File: src/rtl/fetch_queue_if.sv
// rtl/fetch_queue_if.sv - fetch-side bundle: PC in, instruction memory port, redirect strobe and decode queue head.
interface fetch_queue_if #(
    parameter int AW    = 32,
    parameter int DEPTH = 4
);
    localparam int CW = $clog2(DEPTH) + 1;

    logic [AW-1:0] pc_in;
    logic [AW-1:0] imem_addr;
    logic          imem_en;
    logic [31:0]   imem_rdata;
    logic [AW-1:0] pc_bra;
    logic          select;
    logic [31:0]   dec_instr;
    logic [AW-1:0] dec_pc;
    logic          dec_valid;
    logic          dec_ready;
    logic [CW-1:0] fifo_count;

    modport master (
        input  pc_in, imem_rdata, dec_ready,
        output imem_addr, imem_en, pc_bra, select,
               dec_instr, dec_pc, dec_valid, fifo_count
    );

    modport slave (
        output pc_in, imem_rdata, dec_ready,
        input  imem_addr, imem_en, pc_bra, select,
               dec_instr, dec_pc, dec_valid, fifo_count
    );
endinterface

File: src/rtl/fetch_queue.sv
// rtl/fetch_queue.sv - fetch queue with overflow replay; jump predecode redirect when FETCH_PREDECODE_EN is defined.
module fetch_queue #(
    parameter int DEPTH = 4,
`ifdef FETCH_PREDECODE_EN
    parameter logic [5:0] JMP_OPCODE = 6'b000010,
`endif
    parameter int AW = 32
) (
    input  logic           clk,
    input  logic           reset,
    fetch_queue_if.master  bus
);
    localparam int PW = $clog2(DEPTH);
    localparam int CW = PW + 1;

    typedef enum logic {
        RUN    = 1'b0,
        SQUASH = 1'b1
    } state_t;

    state_t        state;
    state_t        state_next;

    logic [AW-1:0] req_pc;
    logic          rsp_valid;

    logic [31:0]   mem_instr [DEPTH];
    logic [AW-1:0] mem_pc    [DEPTH];
    logic [PW-1:0] wr_ptr;
    logic [PW-1:0] rd_ptr;
    logic [CW-1:0] count;
    logic [AW-1:0] bra_hold;

    logic          cand;
    logic          full;
    logic          pop;
    logic          push;
    logic          overflow;
    logic          jump;
    logic          redirect;
    logic [AW-1:0] bra_target;

    assign bus.imem_addr = bus.pc_in;
    assign bus.imem_en   = ~reset;

    // Response stage: imem_rdata this cycle belongs to the PC issued last cycle.
    always_ff @(posedge clk) begin
        if (reset) begin
            req_pc    <= '0;
            rsp_valid <= 1'b0;
        end else begin
            req_pc    <= bus.pc_in;
            rsp_valid <= bus.imem_en;
        end
    end

    always_ff @(posedge clk) begin
        if (reset) begin
            state <= RUN;
        end else begin
            state <= state_next;
        end
    end

    always_comb begin
        state_next = state;
        case (state)
            RUN:     if (redirect) state_next = SQUASH;
            SQUASH:  state_next = RUN;
            default: state_next = RUN;
        endcase
    end

    always_comb begin
        cand       = rsp_valid && (state == RUN) && !reset;
        full       = (count == CW'(DEPTH));
        pop        = (count != '0) && bus.dec_ready;
        overflow   = cand && full && !pop;
        push       = cand && !overflow;
        jump       = 1'b0;
        bra_target = req_pc;
`ifdef FETCH_PREDECODE_EN
        jump = push && (bus.imem_rdata[31:26] == JMP_OPCODE);
        // Replay wins: on overflow the target is the dropped word's own PC.
        if (!overflow) begin
            bra_target = req_pc + {{(AW-16){bus.imem_rdata[15]}}, bus.imem_rdata[15:0]};
        end
`endif
        redirect   = overflow || jump;
        bus.select = redirect;
        bus.pc_bra = redirect ? bra_target : bra_hold;
    end

    always_ff @(posedge clk) begin
        if (push) begin
            mem_instr[wr_ptr] <= bus.imem_rdata;
            mem_pc[wr_ptr]    <= req_pc;
        end
    end

    always_ff @(posedge clk) begin
        if (reset) begin
            wr_ptr   <= '0;
            rd_ptr   <= '0;
            count    <= '0;
            bra_hold <= '0;
        end else begin
            if (push) wr_ptr <= wr_ptr + PW'(1);
            if (pop)  rd_ptr <= rd_ptr + PW'(1);
            case ({push, pop})
                2'b10:   count <= count + CW'(1);
                2'b01:   count <= count - CW'(1);
                default: count <= count;
            endcase
            if (redirect) bra_hold <= bra_target;
        end
    end

    assign bus.dec_valid  = (count != '0);
    assign bus.dec_instr  = bus.dec_valid ? mem_instr[rd_ptr] : '0;
    assign bus.dec_pc     = bus.dec_valid ? mem_pc[rd_ptr] : '0;
    assign bus.fifo_count = count;
endmodule
File: src/flat_wrapper.sv
// flat-port wrapper written by rule: the top's interface ports become plain ports
module fetch_queue_flat 
#(
    parameter int DEPTH = 4,

    parameter int AW = 32
)
  (clk, reset, bus_pc_in, bus_imem_rdata, bus_dec_ready, bus_imem_addr, bus_imem_en, bus_pc_bra, bus_select, bus_dec_instr, bus_dec_pc, bus_dec_valid, bus_fifo_count);
  fetch_queue_if #(.AW(AW), .DEPTH(DEPTH)) bus_i ();
  input  logic clk;
  input  logic reset;
  input wire logic [$bits(bus_i.pc_in)-1:0] bus_pc_in;
  input wire logic [$bits(bus_i.imem_rdata)-1:0] bus_imem_rdata;
  input wire logic [$bits(bus_i.dec_ready)-1:0] bus_dec_ready;
  output wire logic [$bits(bus_i.imem_addr)-1:0] bus_imem_addr;
  output wire logic [$bits(bus_i.imem_en)-1:0] bus_imem_en;
  output wire logic [$bits(bus_i.pc_bra)-1:0] bus_pc_bra;
  output wire logic [$bits(bus_i.select)-1:0] bus_select;
  output wire logic [$bits(bus_i.dec_instr)-1:0] bus_dec_instr;
  output wire logic [$bits(bus_i.dec_pc)-1:0] bus_dec_pc;
  output wire logic [$bits(bus_i.dec_valid)-1:0] bus_dec_valid;
  output wire logic [$bits(bus_i.fifo_count)-1:0] bus_fifo_count;
  assign bus_i.pc_in = bus_pc_in;
  assign bus_i.imem_rdata = bus_imem_rdata;
  assign bus_i.dec_ready = bus_dec_ready;
  assign bus_imem_addr = bus_i.imem_addr;
  assign bus_imem_en = bus_i.imem_en;
  assign bus_pc_bra = bus_i.pc_bra;
  assign bus_select = bus_i.select;
  assign bus_dec_instr = bus_i.dec_instr;
  assign bus_dec_pc = bus_i.dec_pc;
  assign bus_dec_valid = bus_i.dec_valid;
  assign bus_fifo_count = bus_i.fifo_count;
  fetch_queue #(.DEPTH(DEPTH), .AW(AW)) u_core (.clk(clk), .reset(reset), .bus(bus_i));
endmodule
File: config.mk
export PLATFORM = sky130hd
export DESIGN_NAME = fetch_queue_flat
export DESIGN_NICKNAME = d
export VERILOG_FILES = /design/src/rtl/fetch_queue_if.sv /design/src/rtl/fetch_queue.sv /design/src/flat_wrapper.sv
export SDC_FILE = /design/constraint.sdc
export NUM_CORES = 1
export LEC_CHECK = 0
export ABC_AREA = 1
export BUFFER_PORTS_ARGS = -buffer_cell sky130_fd_sc_hd__buf_4
export CORE_MARGIN = 3
export CORE_UTILIZATION = 52
export CTS_CLUSTER_DIAMETER = 200
export DETAILED_ROUTE_END_ITERATION = 10
export GPL_ROUTABILITY_DRIVEN = 0
export HOLD_SLACK_MARGIN = 0.05
export PLACE_DENSITY_LB_ADDON = 0.25
export SETUP_SLACK_MARGIN = 0.1
export SYNTH_ARGS = -nofsm -noshare
export SYNTH_HDL_FRONTEND = slang
export SYNTH_SLANG_ARGS = --single-unit
File: constraint.sdc
create_clock -name clk -period 5.1 [get_ports clk]
set_input_delay 1.02 -clock clk [delete_from_list [all_inputs] [get_ports clk]]
set_output_delay 1.02 -clock clk [all_outputs]
set_load 0.02 [all_outputs]
==> impl_metrics.env <==
export IMPL_r2r_slack_ps=2660
export IMPL_grt_overflow_total=0
export IMPL_p_per_area_nw_per_um2=455.1
export IMPL_ys_ff_latch=331
export IMPL_r2r_start="u_core.state$_SDFF_PP0_"
export IMPL_synth_xor_xnor_area_share=0
export IMPL_cp_data_arrival_time_ps=3190
export IMPL_die_h_microns=162.5
export IMPL_critPathMaxStageDelay_ps=710
export IMPL_wl_per_cell_microns=17.13
export IMPL_cts_clk_slew_worst_paths_ps=60
export IMPL_n_fill_cell=1805
export IMPL_crit_fanout=76
export IMPL_first_iter_violations=510
export IMPL_core_sq_um=23750
export IMPL_synth_cells=1129
export IMPL_top_level_ports=201
export IMPL_startpoint_type="register"
export IMPL_max_cap_violations=0
export IMPL_drt_first_pass_iters=5
export IMPL_clock_sinks=331
export IMPL_place_hpwl_microns=15650
export IMPL_p_leak_nw=6.065
export IMPL_drv_slew=0
export IMPL_wl_microns=27950
export IMPL_critical_path_top_delay_family="buffers and inverters"
export IMPL_drive_above_1_share=0.2104
export IMPL_synthTopCellsByArea="edfxtp_1 (60%), dfxtp_1 (12%), nor2_1 (8.8%)"
export IMPL_hold_path_class="register to register"
export IMPL_synth_compound_area_frac=0.09230
export IMPL_ant_nets=0
export IMPL_synth_top_family_by_area="simple AND/OR/NAND/NOR gates"
export IMPL_hold_depth=2
export IMPL_seq_area_frac_synth=0.7211
export IMPL_cpMaxStageDelayCell="dfxtp_4"
export IMPL_yosys_warnings=0
export IMPL_grt_usage=0.2068
export IMPL_htreeDepth=2
export IMPL_die_area_sq_um=26420
export IMPL_finalClockSkew_ps=11.20
export IMPL_grt_pass1_vias=8235
export IMPL_post_place_ws_ps=1357
export IMPL_crit_required_ps=4080
export IMPL_hp_start="u_core.rd_ptr[1]$_SDFFE_PP0P_"
export IMPL_synth_distinct_cells=22
export IMPL_cts_resized=0
export IMPL_finalCritPeriodShare=0.8245
export IMPL_root_buffer="clkbuf_16"
export IMPL_yosys_area_share_simple=0.1259
export IMPL_synthAdderAreaFrac=0.005499
export IMPL_syn_area_sq_um=12740
export IMPL_period_needed_ps=4205
export IMPL_fin_setup_tns_ps=0
export IMPL_drc_errors=0
export IMPL_fin_nets=1358
export IMPL_tritoncts="yes"
export IMPL_cp_end_kind="output pin"
export IMPL_num_vias=8465
export IMPL_cp_num_buf_inv=3
export IMPL_final_setup_viol_count=0
export IMPL_post_cts_buffers=0
export IMPL_r2r_end="u_core.mem_pc[2][10]$_DFFE_PP_"
export IMPL_setup_worst_path_class="register to output pin"
export IMPL_run_status="complete, no violations"
export IMPL_synth_top_area_cell="edfxtp_1"
export IMPL_peakVddDrop_mv=0.2897
export IMPL_cpMostUsedCell="buf_4"
export IMPL_hold_viol_final=0
export IMPL_rows=56
export IMPL_grt_start_max_net_pins=81
export IMPL_antenna_found_initial=0
export IMPL_clock_tree_buffer_depth=3
export IMPL_worstMarginPinSlew_ps=1029
export IMPL_grt_pass1_wl_microns=42930
export IMPL_vias_per_cell=5.190
export IMPL_antennaDiodeCount=0
export IMPL_initial_utilization=0.5365
export IMPL_synth_fp_nets=1201
export IMPL_relSlewSlack=0.3128
export IMPL_fin_ws_ps=894.9
export IMPL_cts_buffers=35
export IMPL_synthMuxAreaShare=0
export IMPL_max_freq_mhz=237.8
export IMPL_yosys_area_top_type_share=0.6033
export IMPL_avgSynthCellArea_sq_um=11.29
export IMPL_regArea_sq_um=9194
export IMPL_r2r_cells=6
export IMPL_die_x_microns=162.5
export IMPL_cts_hold_buf=0
export IMPL_synthToLayoutAreaGrowth_pct=20.94
export IMPL_multi_input_area_sq_um=2880
export IMPL_insertion_delay_ps=500
export IMPL_io_buffers=200
export IMPL_path_cells="clkinv_2 -> buf_4 -> o21ai_0 -> a21oi_1 -> buf_4"
export IMPL_grt_setup_unrepaired="false"
## metrics by stage
step | area [sq um] | instances | util | hold slack (ps) | total power (W)
floorplan | 12740 | 1129 | - | 436.0 | 0.004010
global placement | 14300 | 1568 | 0.6018 | 448.6 | 0.004621
detailed placement | 14300 | 1568 | 0.6018 | 449.9 | 0.004641
CTS | 15410 | 1631 | 0.6488 | 457.9 | 0.007073
global route | 15410 | 1631 | 0.6488 | 488.7 | 0.007306
finish | 15410 | 1631 | 0.6488 | 468.0 | 0.007014
## power by group
| part | switching, W | leakage [nW] | internal, W |
|---|---|---|---|
| Sequential | 0.0000718 | 2.96 | 0.00300 |
| Combinational | 0.000988 | 2.56 | 0.000517 |
| Clock | 0.000964 | 0.545 | 0.00147 |
## cells in the mapped netlist
| master | count |
|---|---|
| nand3_4 | 1 |
| o21ai_0 | 129 |
| nor2_2 | 1 |
| a21oi_1 | 103 |
| o21ai_1 | 3 |
| dfxtp_1 | 75 |
| buf_2 | 19 |
| fa_1 | 1 |
| buf_6 | 2 |
| clkbuf_1 | 29 |
| nor2_8 | 1 |
| nand3_1 | 3 |
| inv_2 | 5 |
| inv_1 | 46 |
| nor2_1 | 298 |
| nand2_2 | 2 |
| buf_1 | 8 |
| ha_1 | 4 |
| nand2_1 | 107 |
| buf_4 | 34 |
| nand4_1 | 2 |
| edfxtp_1 | 256 |
## metal layers
metal  GRT usage  up-vias  part of all wire
met5           0        -                 0
li1            -     4118                 -
met1      0.2704     4026              0.44
met2      0.3449      277              0.47
met3     0.05061       44             0.072
met4     0.06421        0             0.021
## how the worst max path moves through the flow
stage	from	to	slack (ps)	depth (start not counted)
after detailed placement	reset	bus_pc_bra[22]	1360	8
after global routing	register	bus_dec_pc[9]	570	5
after CTS	register	bus_dec_pc[21]	860	5
after global placement	reset	bus_pc_bra[28]	1430	8
after floorplan	bus_dec_ready	u_core.mem_instr[0][0]$_DFFE_PP_	570	4
final	register	bus_dec_pc[2]	890	5
## tightest hold or removal path, cell delays in order, from the launching register on
cell     delay, ps
dfxtp_1        300
inv_1           60
a21oi_1         70
## layout make-up
| cell class | instances | share of cell area |
|---|---|---|
| flip-flops and latches | 331 | 0.5966 |
| multi-input cells | 655 | 0.1869 |
| repair buffers | 212 | 0.1057 |
| clock buffers | 51 | 0.06544 |
| well taps | 319 | 0.02590 |
| inverters | 51 | 0.01250 |
| clock inverters | 12 | 0.006982 |
## cells by family (layout without fill, tap and decap cells)
logic type | Yosys count | after routing
AND/OR/NAND/NOR | 415 | 415
AO/OA/AOI/OAI | 235 | 235
flip-flops | 331 | 331
buffers and inverters | 143 | 326
adder cells (fa/ha/maj) | 5 | 5
## registers in the layout (all words and copies together), names as in the netlist, named ones only
name	flops
u_core.mem_pc	128
u_core.bra_hold	32
u_core.rd_ptr	2
u_core.mem_instr	128
u_core.wr_ptr	2
u_core.state	1
u_core.bra_target	32
u_core.rsp_valid	1
u_core.bus.fifo_count	3
## placed cells by master, fill, tap and decap left out, types with 2 or more instances in the layout
cell type and n:
clkinv_1 4, nand2_2 2, nand3_1 3, o21ai_1 3, ha_1 4, clkinv_2 6
nand2_1 107, clkbuf_8 3, a21oi_1 103, o21ai_0 129, nor2_1 294, dfxtp_1 73
clkbuf_1 11, nand4_1 2, buf_4 209, clkbuf_16 37, buf_12 3, inv_1 46
edfxtp_1 256, inv_2 4, nor2_4 4, bufinv_16 2
Power figures use the tool's default switching activity.
